<file path="config.mk">
export PLATFORM = sky130hd
export DESIGN_NAME = pc_predict_unit
export DESIGN_NICKNAME = d
export VERILOG_FILES = /design/src/rtl/pc_predict_unit_pkg.sv /design/src/rtl/branch_cond_eval.sv /design/src/rtl/pc_predict_unit.sv
export SDC_FILE = /design/constraint.sdc
export NUM_CORES = 1
export LEC_CHECK = 0
export CAP_MARGIN = 10
export CORE_ASPECT_RATIO = 0.9
export CORE_MARGIN = 5
export CORE_UTILIZATION = 52
export DETAILED_ROUTE_END_ITERATION = 16
export PLACE_DENSITY = 0.92
export SETUP_SLACK_MARGIN = 0.2
export SYNTH_ARGS = -nofsm -noshare
export SYNTH_HDL_FRONTEND = slang
export SYNTH_SLANG_ARGS = --single-unit
</file>
<file path="constraint.sdc">
create_clock -name clk -period 3.58 [get_ports clk]
set_input_delay 0.537 -clock clk [delete_from_list [all_inputs] [get_ports clk]]
set_output_delay 0.537 -clock clk [all_outputs]
set_load 0.02 [all_outputs]
</file>
<file path="src/rtl/pc_predict_unit_pkg.sv">
// Shared definitions for the fetch-side PC / branch prediction unit:
// opcodes, condition codes, flag bit positions and predictor counters.
package pc_predict_unit_pkg;

  // Control-flow opcodes (instr[15:12])
  localparam logic [3:0] OP_B   = 4'hC;
  localparam logic [3:0] OP_BR  = 4'hD;
  localparam logic [3:0] OP_HLT = 4'hF;

  // EX opcodes that write all of Z, V and N
  localparam logic [3:0] OP_WR_ZVN_0 = 4'h0;
  localparam logic [3:0] OP_WR_ZVN_1 = 4'h1;

  // EX opcodes that write Z only
  localparam logic [3:0] OP_WR_Z_2 = 4'h2;
  localparam logic [3:0] OP_WR_Z_4 = 4'h4;
  localparam logic [3:0] OP_WR_Z_5 = 4'h5;
  localparam logic [3:0] OP_WR_Z_6 = 4'h6;

  // Branch condition codes (instr[11:9])
  typedef enum logic [2:0] {
    CC_NE = 3'b000,  // Z=0
    CC_EQ = 3'b001,  // Z=1
    CC_GT = 3'b010,  // Z=0 and N=0
    CC_LT = 3'b011,  // N=1
    CC_GE = 3'b100,  // Z=1 or (Z=0 and N=0)
    CC_LE = 3'b101,  // Z=1 or N=1
    CC_OV = 3'b110,  // V=1
    CC_AL = 3'b111   // always
  } cond_e;

  // Bit positions inside a {Z,V,N} flag vector
  localparam int FLAG_Z = 2;
  localparam int FLAG_V = 1;
  localparam int FLAG_N = 0;

  // 2-bit saturating predictor counter; >= CTR_WT predicts taken
  typedef logic [1:0] ctr_t;
  localparam ctr_t CTR_SNT = 2'b00;
  localparam ctr_t CTR_WNT = 2'b01;
  localparam ctr_t CTR_WT  = 2'b10;
  localparam ctr_t CTR_ST  = 2'b11;

  // Saturating step towards the resolved direction
  function automatic ctr_t ctr_update(input ctr_t c, input logic taken);
    ctr_t r;
    r = c;
    if (taken) begin
      if (c != CTR_ST) r = c + 2'd1;
    end else begin
      if (c != CTR_SNT) r = c - 2'd1;
    end
    return r;
  endfunction

endpackage

</file>
<file path="src/rtl/branch_cond_eval.sv">
// Combinational flag bypass and branch condition evaluator. Produces the
// effective {Z,V,N} (EX writes this cycle override the stored flags) and
// whether the given condition code holds on them.
module branch_cond_eval
  import pc_predict_unit_pkg::*;
(
  input  logic [2:0] cond,
  input  logic [2:0] flags_state,
  input  logic       ex_valid,
  input  logic [3:0] ex_opcode,
  input  logic [2:0] ex_flags,
  output logic [2:0] eff_flags,
  output logic       cond_true
);

  logic wr_zvn;
  logic wr_z;
  logic z;
  logic v;
  logic n;

  // Decode which flag fields EX writes and merge them over the stored flags
  always_comb begin
    wr_zvn    = ex_valid && (ex_opcode inside {OP_WR_ZVN_0, OP_WR_ZVN_1});
    wr_z      = ex_valid && (ex_opcode inside {OP_WR_Z_2, OP_WR_Z_4, OP_WR_Z_5, OP_WR_Z_6});
    eff_flags = flags_state;
    if (wr_zvn) begin
      eff_flags = ex_flags;
    end else if (wr_z) begin
      eff_flags[FLAG_Z] = ex_flags[FLAG_Z];
    end
  end

  assign z = eff_flags[FLAG_Z];
  assign v = eff_flags[FLAG_V];
  assign n = eff_flags[FLAG_N];

  // Evaluate the condition code on the effective flags
  always_comb begin
    cond_true = 1'b0;
    case (cond_e'(cond))
      CC_NE:   cond_true = !z;
      CC_EQ:   cond_true = z;
      CC_GT:   cond_true = !z && !n;
      CC_LT:   cond_true = n;
      CC_GE:   cond_true = z || (!z && !n);
      CC_LE:   cond_true = z || n;
      CC_OV:   cond_true = v;
      CC_AL:   cond_true = 1'b1;
      default: cond_true = 1'b0;
    endcase
  end

endmodule

</file>
<file path="src/rtl/pc_predict_unit.sv">
// Fetch-side PC unit: PC register, {Z,V,N} flag register and a table of
// 2-bit branch predictors. B is predicted in IF and resolved in ID; a
// mispredict flushes IF/ID and redirects the PC on the following edge.
module pc_predict_unit
  import pc_predict_unit_pkg::*;
#(
  parameter int                 DATA_W    = 16,
  parameter int                 BHT_DEPTH = 16,
  parameter logic [DATA_W-1:0]  RESET_PC  = '0
) (
  input  logic              clk,
  input  logic              rst,
  input  logic [15:0]       instr_if,
  input  logic              stall,
  input  logic              id_valid,
  input  logic [15:0]       id_instr,
  input  logic [DATA_W-1:0] id_pc_inc,
  input  logic              id_pred_taken,
  input  logic [DATA_W-1:0] rs_val,
  input  logic [3:0]        ex_opcode,
  input  logic              ex_valid,
  input  logic [2:0]        ex_flags,
  output logic [DATA_W-1:0] pc,
  output logic [DATA_W-1:0] pc_inc,
  output logic              pred_taken,
  output logic              flush,
  output logic              halted
);

  localparam int IDX_W = $clog2(BHT_DEPTH);

  localparam logic [0:0] ST_RUN  = 1'b0;
  localparam logic [0:0] ST_HALT = 1'b1;

  logic [DATA_W-1:0] pc_reg;
  logic [DATA_W-1:0] pc_next;
  logic [2:0]        flags_reg;
  logic [2:0]        flags_next;
  logic [0:0]        state_reg;
  logic [0:0]        state_next;
  ctr_t              bht_reg [BHT_DEPTH];

  logic [IDX_W-1:0]  if_idx;
  logic [IDX_W-1:0]  id_idx;
  logic [DATA_W-1:0] if_off;
  logic [DATA_W-1:0] id_off;
  logic [DATA_W-1:0] actual_target;
  logic [2:0]        eff_flags;
  logic              cond_true;
  logic              running;
  logic              id_active;
  logic              is_b_id;
  logic              is_br_id;
  logic              is_hlt_id;
  logic              mispredict;
  logic              hlt_id;
  logic              bht_we;
  ctr_t              bht_wdata;

  // The IF condition field is not needed: only the counter decides IF direction
  logic unused_if_cond;
  assign unused_if_cond = ^instr_if[11:9];

  assign running = (state_reg == ST_RUN);
  assign pc      = pc_reg;
  assign pc_inc  = pc_reg + DATA_W'(2);
  assign halted  = (state_reg == ST_HALT);

  // Table index: halfword address bits of the instruction's own PC
  assign if_idx = IDX_W'(pc_reg >> 1);
  assign id_idx = IDX_W'((id_pc_inc - DATA_W'(2)) >> 1);

  // Sign-extended 9-bit word offset, scaled to bytes
  assign if_off = {{(DATA_W-10){instr_if[8]}}, instr_if[8:0], 1'b0};
  assign id_off = {{(DATA_W-10){id_instr[8]}}, id_instr[8:0], 1'b0};

  branch_cond_eval u_cond (
    .cond        (id_instr[11:9]),
    .flags_state (flags_reg),
    .ex_valid    (ex_valid),
    .ex_opcode   (ex_opcode),
    .ex_flags    (ex_flags),
    .eff_flags   (eff_flags),
    .cond_true   (cond_true)
  );

  // IF prediction: only B can be predicted taken
  assign pred_taken = (instr_if[15:12] == OP_B) && (bht_reg[if_idx] >= CTR_WT);

  // ID resolution, flush and next-state selection
  always_comb begin
    is_b_id       = (id_instr[15:12] == OP_B);
    is_br_id      = (id_instr[15:12] == OP_BR);
    is_hlt_id     = (id_instr[15:12] == OP_HLT);
    id_active     = running && id_valid && !stall;
    mispredict    = id_active && (is_b_id || is_br_id) && (cond_true != id_pred_taken);
    hlt_id        = id_active && is_hlt_id;
    actual_target = is_br_id ? rs_val : (id_pc_inc + id_off);
    flush         = mispredict || hlt_id || !running;

    if (mispredict) begin
      pc_next = cond_true ? actual_target : id_pc_inc;
    end else if (hlt_id || stall || !running) begin
      pc_next = pc_reg;
    end else if (pred_taken) begin
      pc_next = pc_inc + if_off;
    end else begin
      pc_next = pc_inc;
    end

    state_next = hlt_id ? ST_HALT : state_reg;
    flags_next = running ? eff_flags : flags_reg;
    bht_we     = id_active && is_b_id;
    bht_wdata  = ctr_update(bht_reg[id_idx], cond_true);
  end

  // State registers; reset overrides halt, stall and redirects
  always_ff @(posedge clk) begin
    if (rst) begin
      pc_reg    <= RESET_PC;
      flags_reg <= 3'b000;
      state_reg <= ST_RUN;
      for (int i = 0; i < BHT_DEPTH; i++) begin
        bht_reg[i] <= CTR_WNT;
      end
    end else begin
      pc_reg    <= pc_next;
      flags_reg <= flags_next;
      state_reg <= state_next;
      if (bht_we) begin
        bht_reg[id_idx] <= bht_wdata;
      end
    end
  end

endmodule

</file>
# Word level (Yosys, flattened, before mapping)

Memories as Yosys holds them, arrays and structs flattened. A register that Yosys moved wholly into a read port is not among the register bits.
Cells that the tools add are included.

Bits in registers: 20
Output and inout bits: 35
Memories: 1
Logic and storage cells: 79
Input port bits: 77
Memory bits (writable): 32

Add/subtract/negate cells: 6
Muxes and demuxes: 22
Equality and inequality tests: 19
$lt $le $gt $ge: 1
Bitwise logic cells: 1
Reductions and logical operators: 26

Memories:

| memory  | depth | width | rd ports | clocked after Yosys merged registers in | wr ports | RTL line              | source |
|---|---|---|---|---|---|---|---|
| bht_reg | 16    | 2     | 2        | 1                                       | 16       | pc_predict_unit.sv:41 | `ctr_t bht_reg [BHT_DEPTH];` |

Operators with widths:

| kind                  | number |
|---|---|
| $mux 16               | 5 |
| $add 16x16->16        | 2 |
| $add 16x2->16 const B | 1 |
| $eq 4x4->1 const B    | 4 |
| $eq 3x3->1 const B    | 4 |
| $eq 4x3->1 const B    | 3 |
| $mux 4                | 3 |
| $logic_and 1x1->1     | 10 |
| $mux 2                | 5 |
| $mux 1                | 8 |
| $pmux 1 s8            | 1 |
| $logic_or 1x1->1      | 7 |
| $eq 3x2->1 const B    | 2 |
| $sub 5x2->5 const B   | 1 |
| $eq 4x1->1 const B    | 1 |
| $eq 4x2->1 const B    | 1 |
| $logic_not 4->1       | 1 |
| $ne 2x2->1 const B    | 2 |
| $reduce_bool 2->1     | 2 |
| $reduce_bool 4->1     | 1 |
| $eq 3x1->1 const B    | 1 |
| $logic_not 1->1       | 3 |
| $logic_not 3->1       | 1 |
| $add 2x1->2 const B   | 1 |
| 5 further kinds       | 5 |

# Logic depth before layout (Yosys ltp)

Word-level depth: 14
Mapped depth: 13
Depth with buffers taken out: 13

# Modules after synthesis

Synthesis repeated with hierarchy kept, for this count alone.

Cell total of the unflattened synthesis: 569
Area total of the unflattened synthesis: 4997.3 µm²

Modules (own cells, without submodules):

| module           | seq. area each (µm²) | area an instance (µm²) | times used | cells an instance |
|---|---|---|---|---|
| pc_predict_unit  | 1441.4               | 4805.9                 | 1          | 545 |
| branch_cond_eval | 0.0                  | 191.4                  | 1          | 24 |

# Worst setup path before layout

No wires, ideal clock.

Path type: register to register
Start point: register pc_reg[3] (netlist: pc[3])
End point: register pc_reg[14] (netlist: pc[14])
Period minus slack after synthesis: 3.201 ns
Data required time: 3.448 ns
Cell stages (with the launch flop): 13
Path buffers: 0
Arrival time: 3.068 ns
Path slack: 0.379 ns
Setup time: 0.132 ns
Cell sequence: dfxtp_1 > and4_1 > and3_1 > nor2b_1 > xor2_1 > ha_1 > and3_1 > nand3_1 > a41oi_1 > a2111oi_0 > a31oi_1 > o211ai_1 > a31oi_1

Word-level cells in the longest chain between the ends: 5

RTL lines:

| element                  | RTL line               | source |
|---|---|---|
| start: declaration       | pc_predict_unit.sv:35  | `logic [DATA_W-1:0] pc_reg;` |
| start signal: assignment | pc_predict_unit.sv:127 | `pc_reg <= pc_next;` |
| $add 16x2->16            | pc_predict_unit.sv:66  | `assign pc_inc = pc_reg + DATA_W'(2);` |
| named net pc_inc[10]     | pc_predict_unit.sv:24  | `output logic [DATA_W-1:0] pc_inc,` |
| $add 16x16->16           | pc_predict_unit.sv:106 | `pc_next = pc_inc + if_off;` |
| $mux 16                  | pc_predict_unit.sv:105 | `end else if (pred_taken) begin` |
| $mux 16                  | pc_predict_unit.sv:103 | `end else if (hlt_id \|\| stall \|\| !running) begin` |
| $mux 16                  | pc_predict_unit.sv:101 | `if (mispredict) begin` |

The timed path passes the listed nets, and every way through them passes these cells. The select of a mux whose other input is x is not followed.
A chain may end at the register's enable or synchronous reset.

==> metrics.txt <==
initial antenna violation count=1; total gr overflow=0; Synth Register Bits=56; top cells by area, synth=edfxtp_1 20%, dfxtp_1 9.8%, ha_1 8.7%; Setup WS post-layout=192 ps; PwrDens=265 nW/um2; Critical Path Fanout Max=16; sequential element share of the synthesized area=between 20% and 30%; largest net degree at the start of global routing=between 40 and 50; top cell types by occurrence after synthesis=74 x nand2_1, 44 x nor2_1, 34 x ha_1, 32 x edfxtp_1, 30 x nor3_1; Finish-stage setup viols=0; Root Driver=clkbuf_8; Largest register FFs=32; drt via density=approximately 6.3; H-tree depth=2; vias in the first global route=approximately 4.8k; Final Hold Vio Count=0; dpl cells=between 700 and 800; CTS tree=done; EDFF count, synth=32; Initial Utilization=a little over half; vias=~5.0k; Critical Path RT=between 3000 and 4000 ps; slew margin rel.=between 40% and 50%; mapped cell area=a little under 5000 um2; period utilization=a little over nine tenths; Synth Flop Type=edfxtp_1; core area=around 9000 um2; worst hold slack=516 ps; Tmin final=~3400 ps; Detail Placement HPWL=around 12,000 um; clk_lat worst skew=around 320 ps; setup TNS=0 ps; io pins=between 100 and 150; std cell rows=33; hold path cells=2; Post-route DRC=0; max-cap viol count=0; outcome=complete, no violations; first drt pass iteration count=7; Synth area leader=edfxtp_1; Placed Area=6180 um2; Die W=around 110 um; Die H=slightly above 100 um; RSZ-0062 raised after global routing=yes; count leader, synth=nand2_1; input/output buffers=roughly 110; final WL=roughly 15,000 um; layout cells sized above 1=12.7%; initial drt markers=between 400 and 500; FF-to-FF setup slack=410 ps; final core occ=69.8%; synth unique cells=63; Post-Place Worst Slack=-326 ps; asr flop ratio synth=0%; syn nets=around 670; reg-to-reg endpoint=pc[14]$_SDFFE_PP0P_; Peak VDD IR=0.000225 V; Static Leak=2.32 nW; Die ar.=roughly 11,000 um2; Hold Startpoint=flags_reg[1]$_SDFFE_PP0N_; Critical Path End Type=flip-flop; post-synthesis cell count=between 500 and 600; Worst Hold Path EP=flags_reg[1]$_SDFFE_PP0N_; GRT Util Overall=24.9%; top cell type's share of synthesized area=about a fifth; Final Power=about 1.7 mW; reg2reg start=pc[5]$_SDFFE_PP0P_; syn_area_per_cell=roughly 8.8 um2; final non-filler cell total=794; Arr. time, crit path=roughly 3400 ps; clock tree buffer depth=2; Sink Count=56; crit path kind=input port to flip-flop; max-slew violations=0; Area Overhead vs Synth=30.6%; CTS clk-pin slew, worst paths=approximately 110 ps; hold crit path type=flip-flop to flip-flop; CTS Buf Count=5; global-route wire length before repair=between 20,000 and 25,000 um; fmax=between 200 and 300 MHz; Final Net Count=782; Routed Antenna Nets=0; worst-margin pin slew=786 ps; Startpoint Class=input port; post-route cell area=about 6400 um2; WL/cell=18.6 um; R2R cell count=12; Layout Skew=about 8 ps; Ys Warns=0; gpl congestion=between 0.9 and 1
area by class of cell:
class,instances,area (um2)
well taps,122,153
fillers,661,2750
inverters,13,48.8
clock inverters,3,47.5
diodes,2,5.00
flip-flops and latches,56,1440
multi-input cells,462,3340
repair buffers,131,1270
clock buffers,5,68.8
kinds of logic (layout without fill, tap and decap cells):
group	Yosys count	count (layout)	share of synthesized area [%]
flops	56	56	29.5
fa+ha+maj	38	38	9.95
buf+inv	37	152	3.18
other cells	0	2	0
compound gates	141	141	19.9
xor+xnor	35	35	6.28
mux	26	26	8.74
simple gates	222	222	22.4
cells in the final DEF (no fill, tap or decap), types with 16 or more instances in the layout:
cell / count
clkdlybuf4s50_1: 103
nand2_1: 74
nor2_1: 44
ha_1: 34
edfxtp_1: 32
nor3_1: 30
o21ai_0: 23
dfxtp_1: 23
buf_4: 23
a21oi_1: 22
xnor2_1: 21
o211ai_1: 20
or2_2: 18
a31oi_1: 16
worst max-delay path by stage:
stage | start | cells past startpoint | to
floorplan | pc[3]$_SDFFE_PP0P_ | 12 | pc[14]$_SDFFE_PP0P_
global placement | ex_opcode[1] | 9 | flush
detailed placement | ex_opcode[1] | 9 | flush
CTS | ex_opcode[2] | 10 | flush
global route | pc[5]$_SDFFE_PP0P_ | 12 | pc[14]$_SDFFE_PP0P_
finish | id_pc_inc[1] | 8 | bht_reg[3][0]$_SDFFCE_PN1P_
routing by layer:
| metal | vias to the layer above | track usage (%) | share of wire, % |
|---|---|---|---|
| met5 | - | 0 | 0 |
| met4 | 0 | 9.15 | 2.2 |
| met3 | 39 | 3.79 | 8.0 |
| met2 | 269 | 43.7 | 50 |
| met1 | 2407 | 31.5 | 40 |
| li1 | 2325 | - | - |
what timing repair did:
| action | in CTS | in global routing |
|---|---|---|
| endpoints found under the setup margin | 1 | 35 |
| gates resized for setup | 7 | 14 |
| setup buffers | 0 | 2 |
| pin swaps | 2 | 4 |
| hold buffers | 0 | 0 |
worst max-delay path, cell delays in order:
cell and delay (ps):
clkdlybuf4s50_1 510, inv_1 100, ha_1 560, mux4_2 370, mux2_2 280, o21ai_0 270, maj3_1 660, nand2_1 140
power breakdown:
part | total [mW] | switching (mW) | internal, mW | leakage (nW)
clock network | 0.431 | 0.220 | 0.211 | 0.0583
logic | 0.550 | 0.289 | 0.261 | 1.79
registers | 0.711 | 0.0179 | 0.693 | 0.472
total | 1.69 | 0.526 | 1.17 | 2.32
Note: power is estimated with default switching activity, not from simulation.
